==> config.mk <==
export PLATFORM = sky130hd
export DESIGN_NAME = chnl_rx
export DESIGN_NICKNAME = d
export VERILOG_FILES = /design/src/rtl/chnl_pkg.sv /design/src/rtl/fifo.sv /design/src/rtl/repacker.sv /design/src/rtl/chnl_rx.sv
export SDC_FILE = /design/constraint.sdc
export NUM_CORES = 1
export LEC_CHECK = 0
export ABC_AREA = 1
export BUFFER_PORTS_ARGS = -buffer_cell sky130_fd_sc_hd__buf_2
export CAP_MARGIN = 20
export CORE_ASPECT_RATIO = 0.75
export CORE_MARGIN = 3
export CORE_UTILIZATION = 46
export CTS_BUF_LIST = sky130_fd_sc_hd__clkbuf_8
export DETAILED_ROUTE_END_ITERATION = 16
export PLACE_DENSITY = 0.65
export SLEW_MARGIN = 20
export SYNTH_ARGS = -nofsm -noshare
export SYNTH_HDL_FRONTEND = slang
export SYNTH_SLANG_ARGS = --single-unit
==> constraint.sdc <==
create_clock -name clk -period 3.2 [get_ports clk]
set_input_delay 0.8 -clock clk [delete_from_list [all_inputs] [get_ports clk]]
set_output_delay 0.8 -clock clk [all_outputs]
set_load 0.02 [all_outputs]
==> src/rtl/chnl_pkg.sv <==
// rtl/chnl_pkg.sv - shared state encoding and sizing helpers for the CHNL receiver
//
// Purpose: the receive-channel state encoding, the default buffer depth, and a
// words-per-beat helper. The CHNL receiver and its buffers import this package.
// Ports: none (package).

package chnl_pkg;

  typedef enum logic [1:0] {
    S_IDLE     = 2'd0,
    S_RECV     = 2'd1,
    S_WAIT_LOW = 2'd2
  } chnl_state_e;

  localparam int FIFO_DEPTH = 16;

  // Number of 32-bit words carried by one RIFFA data beat.
  function automatic int words_per_beat(input int pci_width);
    return pci_width / 32;
  endfunction

endpackage

==> src/rtl/fifo.sv <==
// rtl/fifo.sv - synchronous first-word-fall-through FIFO with valid/ready ports
//
// Purpose: stores WIDTH-bit words. Push and pop are allowed in the same cycle.
// Ports:
//   clk, rst              clock, asynchronous active-high reset
//   in_data/in_val/in_rdy     write side; a word is written when in_val && in_rdy
//   out_data/out_val/out_rdy  read side; out_data shows the head word while out_val is high

module fifo #(
  parameter int WIDTH = 32,
  parameter int DEPTH = 16
) (
  input  logic             clk,
  input  logic             rst,
  input  logic [WIDTH-1:0] in_data,
  input  logic             in_val,
  output logic             in_rdy,
  output logic [WIDTH-1:0] out_data,
  output logic             out_val,
  input  logic             out_rdy
);

  localparam int AW = $clog2(DEPTH);

  logic [WIDTH-1:0] mem [DEPTH];
  logic [AW-1:0]    wr_ptr;
  logic [AW-1:0]    rd_ptr;
  logic [AW:0]      count;
  logic             push;
  logic             pop;

  assign in_rdy   = (count != (AW+1)'(DEPTH));
  assign out_val  = (count != '0);
  assign out_data = mem[rd_ptr];
  assign push     = in_val && in_rdy;
  assign pop      = out_val && out_rdy;

  always_ff @(posedge clk or posedge rst) begin
    if (rst) begin
      wr_ptr <= '0;
      rd_ptr <= '0;
      count  <= '0;
    end else begin
      if (push) wr_ptr <= wr_ptr + 1'b1;
      if (pop)  rd_ptr <= rd_ptr + 1'b1;
      case ({push, pop})
        2'b10:   count <= count + 1'b1;
        2'b01:   count <= count - 1'b1;
        default: count <= count;
      endcase
    end
  end

  // The storage array is not reset. Only the pointers decide what is valid.
  always_ff @(posedge clk) begin
    if (push) mem[wr_ptr] <= in_data;
  end

endmodule

==> src/rtl/repacker.sv <==
// rtl/repacker.sv - width converter from IN units to OUT units of W bits each
//
// Purpose: accepts IN*W-bit words and emits OUT*W-bit words. Units keep their
// order: the lowest unit of a word is the earliest one.
// Ports:
//   clk, rst                  clock, asynchronous active-high reset
//   in_data/in_val/in_rdy     input side (IN*W bits)
//   out_data/out_val/out_rdy  output side (OUT*W bits), registered

module repacker #(
  parameter int IN  = 1,
  parameter int OUT = 1,
  parameter int W   = 32
) (
  input  logic            clk,
  input  logic            rst,
  input  logic [IN*W-1:0] in_data,
  input  logic            in_val,
  output logic            in_rdy,
  output logic [OUT*W-1:0] out_data,
  output logic            out_val,
  input  logic            out_rdy
);

  localparam int CAP = IN + OUT;
  localparam int CW  = $clog2(CAP + 1);

  logic [W-1:0]  units   [CAP];
  logic [W-1:0]  n_units [CAP];
  logic [CW-1:0] cnt;
  logic [CW-1:0] n_cnt;
  logic          pop;
  logic          push;

  assign out_val = (cnt >= CW'(OUT));
  assign pop     = out_val && out_rdy;
  // Ready counts the space that a same-cycle pop frees, so that a matched
  // stream runs at one word per cycle.
  assign in_rdy  = (int'(cnt) - (pop ? OUT : 0) + IN) <= CAP;
  assign push    = in_val && in_rdy;

  always_comb begin
    out_data = '0;
    for (int i = 0; i < OUT; i++) out_data[i*W +: W] = units[i];
  end

  always_comb begin
    int base;
    n_units = units;
    base    = int'(cnt);
    if (pop) begin
      for (int i = 0; i < CAP - OUT; i++) n_units[i] = units[i+OUT];
      for (int i = CAP - OUT; i < CAP; i++) n_units[i] = '0;
      base = base - OUT;
    end
    if (push) begin
      for (int i = 0; i < CAP; i++)
        for (int j = 0; j < IN; j++)
          if (i == base + j) n_units[i] = in_data[j*W +: W];
      base = base + IN;
    end
    n_cnt = CW'(base);
  end

  always_ff @(posedge clk or posedge rst) begin
    if (rst) cnt <= '0;
    else     cnt <= n_cnt;
  end

  always_ff @(posedge clk) begin
    units <= n_units;
  end

endmodule

==> src/rtl/chnl_rx.sv <==
// rtl/chnl_rx.sv - buffered RIFFA CHNL receiver with width repacking
//
// Purpose: accepts one host-to-FPGA RIFFA transaction at a time and buffers its
// beats in a FIFO. It repacks them to RX_WIDTH and presents them on a
// valid/ready stream.
// Optional build macro CHNL_RX_ALIGN_EN: when defined, only whole CHNL_ALIGN
// word groups are forwarded. The trailing beats are still read from the host
// and then dropped.
// Ports:
//   clk, rst                 clock, asynchronous active-high reset
//   o_val/o_rdy/o_data       output stream (RX_WIDTH bits)
//   rx_busy                  a transaction is open
//   CHNL_RX_CLK              copy of clk for the RIFFA channel
//   CHNL_RX/CHNL_RX_ACK      transaction request / one-cycle acknowledge
//   CHNL_RX_LAST/CHNL_RX_OFF unused
//   CHNL_RX_LEN              transaction length in 32-bit words
//   CHNL_RX_DATA/_VALID/_REN host data beat handshake

import chnl_pkg::*;

module chnl_rx #(
  parameter int C_PCI_DATA_WIDTH = 32,
  parameter int RX_WIDTH         = 32,
  parameter int GCD              = 32,
  parameter int CHNL_ALIGN       = 4
) (
  input  logic                        clk,
  input  logic                        rst,
  output logic                        o_val,
  input  logic                        o_rdy,
  output logic [RX_WIDTH-1:0]         o_data,
  output logic                        rx_busy,
  output logic                        CHNL_RX_CLK,
  input  logic                        CHNL_RX,
  output logic                        CHNL_RX_ACK,
  input  logic                        CHNL_RX_LAST,
  input  logic [31:0]                 CHNL_RX_LEN,
  input  logic [30:0]                 CHNL_RX_OFF,
  input  logic [C_PCI_DATA_WIDTH-1:0] CHNL_RX_DATA,
  input  logic                        CHNL_RX_DATA_VALID,
  output logic                        CHNL_RX_DATA_REN
);

  localparam int W = words_per_beat(C_PCI_DATA_WIDTH);

  chnl_state_e                 state;
  logic [31:0]                 cnt_left;
  logic [31:0]                 beats_req;
  logic                        accept;
  logic                        push;
  logic                        fifo_in_rdy;
  logic                        fifo_out_val;
  logic                        fifo_out_rdy;
  logic [C_PCI_DATA_WIDTH-1:0] fifo_out_data;
  logic                        unused_ok;

  assign beats_req   = (CHNL_RX_LEN + 32'(W - 1)) / 32'(W);
  assign CHNL_RX_CLK = clk;
  assign CHNL_RX_ACK = (state == S_IDLE) && CHNL_RX;
  assign rx_busy     = (state != S_IDLE);
  assign accept      = CHNL_RX_DATA_REN && CHNL_RX_DATA_VALID;

`ifdef CHNL_RX_ALIGN_EN
  logic [31:0] keep_left;
  logic [31:0] keep_req;

  assign keep_req = ((CHNL_RX_LEN / 32'(CHNL_ALIGN)) * 32'(CHNL_ALIGN)) / 32'(W);
  // Beats past the kept count are discarded, so buffer space does not matter for them.
  assign CHNL_RX_DATA_REN = (state == S_RECV) && ((keep_left == '0) || fifo_in_rdy);
  assign push             = accept && (keep_left != '0);
  assign unused_ok        = ^{CHNL_RX_LAST, CHNL_RX_OFF};
`else
  assign CHNL_RX_DATA_REN = (state == S_RECV) && fifo_in_rdy;
  assign push             = accept;
  assign unused_ok        = ^{CHNL_RX_LAST, CHNL_RX_OFF, 32'(CHNL_ALIGN)};
`endif

  always_ff @(posedge clk or posedge rst) begin
    if (rst) begin
      state    <= S_IDLE;
      cnt_left <= '0;
`ifdef CHNL_RX_ALIGN_EN
      keep_left <= '0;
`endif
    end else begin
      case (state)
        S_IDLE: begin
          if (CHNL_RX) begin
            cnt_left <= beats_req;
`ifdef CHNL_RX_ALIGN_EN
            keep_left <= keep_req;
`endif
            state <= (beats_req == '0) ? S_WAIT_LOW : S_RECV;
          end
        end
        S_RECV: begin
          if (accept) cnt_left <= cnt_left - 1'b1;
`ifdef CHNL_RX_ALIGN_EN
          if (push) keep_left <= keep_left - 1'b1;
`endif
          // An early drop of CHNL_RX abandons the rest. Beats that were already
          // buffered still drain downstream.
          if (!CHNL_RX)                          state <= S_IDLE;
          else if (accept && cnt_left == 32'd1) state <= S_WAIT_LOW;
        end
        S_WAIT_LOW: begin
          // Wait here so that a request held high is acknowledged only once.
          if (!CHNL_RX) state <= S_IDLE;
        end
        default: state <= S_IDLE;
      endcase
    end
  end

  fifo #(
    .WIDTH (C_PCI_DATA_WIDTH),
    .DEPTH (FIFO_DEPTH)
  ) u_fifo (
    .clk      (clk),
    .rst      (rst),
    .in_data  (CHNL_RX_DATA),
    .in_val   (push),
    .in_rdy   (fifo_in_rdy),
    .out_data (fifo_out_data),
    .out_val  (fifo_out_val),
    .out_rdy  (fifo_out_rdy)
  );

  repacker #(
    .IN  (C_PCI_DATA_WIDTH / GCD),
    .OUT (RX_WIDTH / GCD),
    .W   (GCD)
  ) u_repacker (
    .clk      (clk),
    .rst      (rst),
    .in_data  (fifo_out_data),
    .in_val   (fifo_out_val),
    .in_rdy   (fifo_out_rdy),
    .out_data (o_data),
    .out_val  (o_val),
    .out_rdy  (o_rdy)
  );

endmodule

==> reports/metrics.cfg <==
[yosys]
yosysUniqueCellTypes = 36
ys_seq_area_share_pct = 65.32
synth.avg_cell_area_um2 = 9.929
ys_ff_latch = 625
yosys-top-cells-area = edfxtp_1 56%, nand2_1 12%, nand3_1 6.4%
synth_top_cell_by_area = edfxtp_1
synth_cells = 2757
yosysWarningCount = 0
syn_area_um2 = 27380
yosysTopAreaCellShare_pct = 56.16
syn-num-nets = 2875

[critical_path]
end_kind = primary output
path_delay_family = buffers and inverters
max_stage_delay_ns = 0.43
cp_cell_sequence = inv_1, ha_1, inv_1, buf_4, buf_2
crit_slowest_cell = buf_4
r2r-start = u_repacker.cnt[1]
cp-startpoint = u_repacker.cnt[1]
cpMostUsedCell = inv_1
critical_path_class = flip-flop to primary output
worstPathMaxFanout = 32
crit_arrival_ns = 2.20
crit_required_ns = 2.40
path_buf_inv = 4
cp-start-kind = flip-flop

[cells_and_area]
final_common_cell = nand2_1
multi_input_area_um2 = 7999
fin_nets = 2973
seq_area_um2 = 17890
final_util_pct = 52.93
fill_cells = 5013
syn_to_final_growth_pct = 12.35
final_cell_mix = 872 x nand2_1, 512 x edfxtp_1, 350 x nand3_1
final_layout_size_suffix_gt1_share_pct = 11.81

[timing]
setup_tns_ns = 0
slew_violations = 0
finalCriticalPeriod_ns = 2.999
slew_headroom_pct = 25.91
skew_ns = 0.03112
period_share_pct = 93.73
fmax_mhz = 333.4
setup-violations-final = 0
tightest_slew_ns = 1.111
hold_viol = 0
rsz0062_at_grt = no

[floorplanning]
row_count = 76
ioPinCount = 138
core_um2 = 58100
dieArea_um2 = 62500
die_w_um = 287.7
die_h_um = 217.3
start_util_pct = 47.12

[detailed_routing]
vias_per_cell = 5.333
ant_nets = 0
route.vias.total = 19830
drc = 0
drt-initial-drc-count = 2168
routed_wirelength_um = 72760
drt_pre_antenna_iters = 6
post_drt_wl_per_cell_um = 19.56

[global_routing]
grt_overflow = 0
grt_pass1_vias = 18350
grtUsageTotal_pct = 23.28
grt_antenna_before_repair = 3
grt_pass1_wl_um = 110200
grt_max_degree = 124

[clock_network]
tritoncts = done
clk_latency_ns = 0.80
clk_pin_slew_worst_paths_ns = 0.06
postCtsSetupRepairBufs = 0

[worst_hold_path]
min-delay-start = CHNL_RX
min_path_type = input pin to flip-flop

[placement]
portBuffers = 105
gp_congestion = 0.9213
dp_hpwl_um = 41650

[pwr]
leakagePower_nw = 12.52
powerDensity_nw_per_um2 = 950.1
ir_drop_mv = 0.7754

[run]
drv_cap = 0

[status]
status = complete, no violations

[per-layer routing]
metal,GRT usage (%),share of wire [%]
met1,34.90,44
met4,5.872,1.8
met2,34.73,43
met5,0,0
met3,4.754,11
[flip-flops by register name (all words and copies together), names as in the netlist, 4 cells and up]
register / count
u_fifo.rd_ptr: 4
u_repacker.units: 32
u_repacker.out_data: 32
cnt_left: 32
u_fifo.count: 5
u_fifo.wr_ptr: 4
u_fifo.mem: 512
[Yosys cell counts, drive strengths merged]
library cell and n:
o21ai 141, nor3 3, dfrtp 49, buf 138
a21boi 1, o21bai 2, a31oi 1, o221ai 1
nand2 877, edfxtp 512, inv 152, ha 17
nor2 330, o211ai 35, o22ai 2, or2 1
a21oi 13, clkbuf 39, dfxtp 64, xor2 16
nand3 351, xnor2 3, nand4 9
[kinds of logic (layout without fill, tap and decap cells)]
family / after synthesis / count (layout) / synth area share [%]
AOI/OAI and AO/OA: 196 / 196 / 3.958
adders and majority gates: 17 / 17 / 0.7770
DFF: 625 / 625 / 65.32
xor gates and xnor gates: 19 / 19 / 0.6079
and+or+nand+nor: 1571 / 1571 / 23.43
buffers and inverters: 329 / 509 / 5.905
other: 0 / 2 / 0
[power breakdown]
part / switching (mW) / internal, mW / total, mW
logic: 8.07 / 3.62 / 11.7
clock network: 3.15 / 3.83 / 6.98
registers: 0.775 / 9.78 / 10.6
total: 12.0 / 17.2 / 29.2
[path summary, 6_finish.rpt]
kind | to | slack (ns) | cells after the start
max | o_val | 0.20 | 5
min | state[1] | 0.30 | 3
max reg2reg | u_fifo.count[4] | 0.29 | 21
min reg2reg | u_repacker.units[31] | 0.47 | 2
max in group asynchronous | cnt_left[2] | 1.80 | 4
min in group asynchronous | u_fifo.count[0] | 0.56 | 3
[stage by stage]
step	worst slack (ns)	cell area, µm²	hold slack (ns)	std cells	total power, mW
final	0.2006	30750	0.3004	3719	29.22
after CTS	0.07746	30750	0.2372	3717	29.19
after detailed placement	0.05754	28690	0.4591	3532	22.22
after global routing	0.05825	30750	0.2632	3719	31.12
after global placement	0.01182	28690	0.4559	3532	21.96
after floorplan	0.06586	27380	0.4475	2757	18.93
[repair_timing]
action | 4_1_cts | 5_1_grt
hold endpoints to repair | 10 | 0
resized for setup | 0 | 1
setup endpoints to repair | 0 | 1
hold buffers | 1 | 0
[layout make-up]
type	instances	area share, %
multi-input cells	1803	26.01
clock buffers	115	5.118
inverters	152	1.896
clock inverters	70	1.558
well taps	780	3.173
flip-flops and latches	625	58.17
repair buffers	172	4.064
diodes	2	0.01627
[worst min-delay path: cells and delay by family]
kind | cells | cell delay (ns)
simple gates | 2 | 0.13
buf+inv | 1 | 0.12
Power figures use the tool's default switching activity.
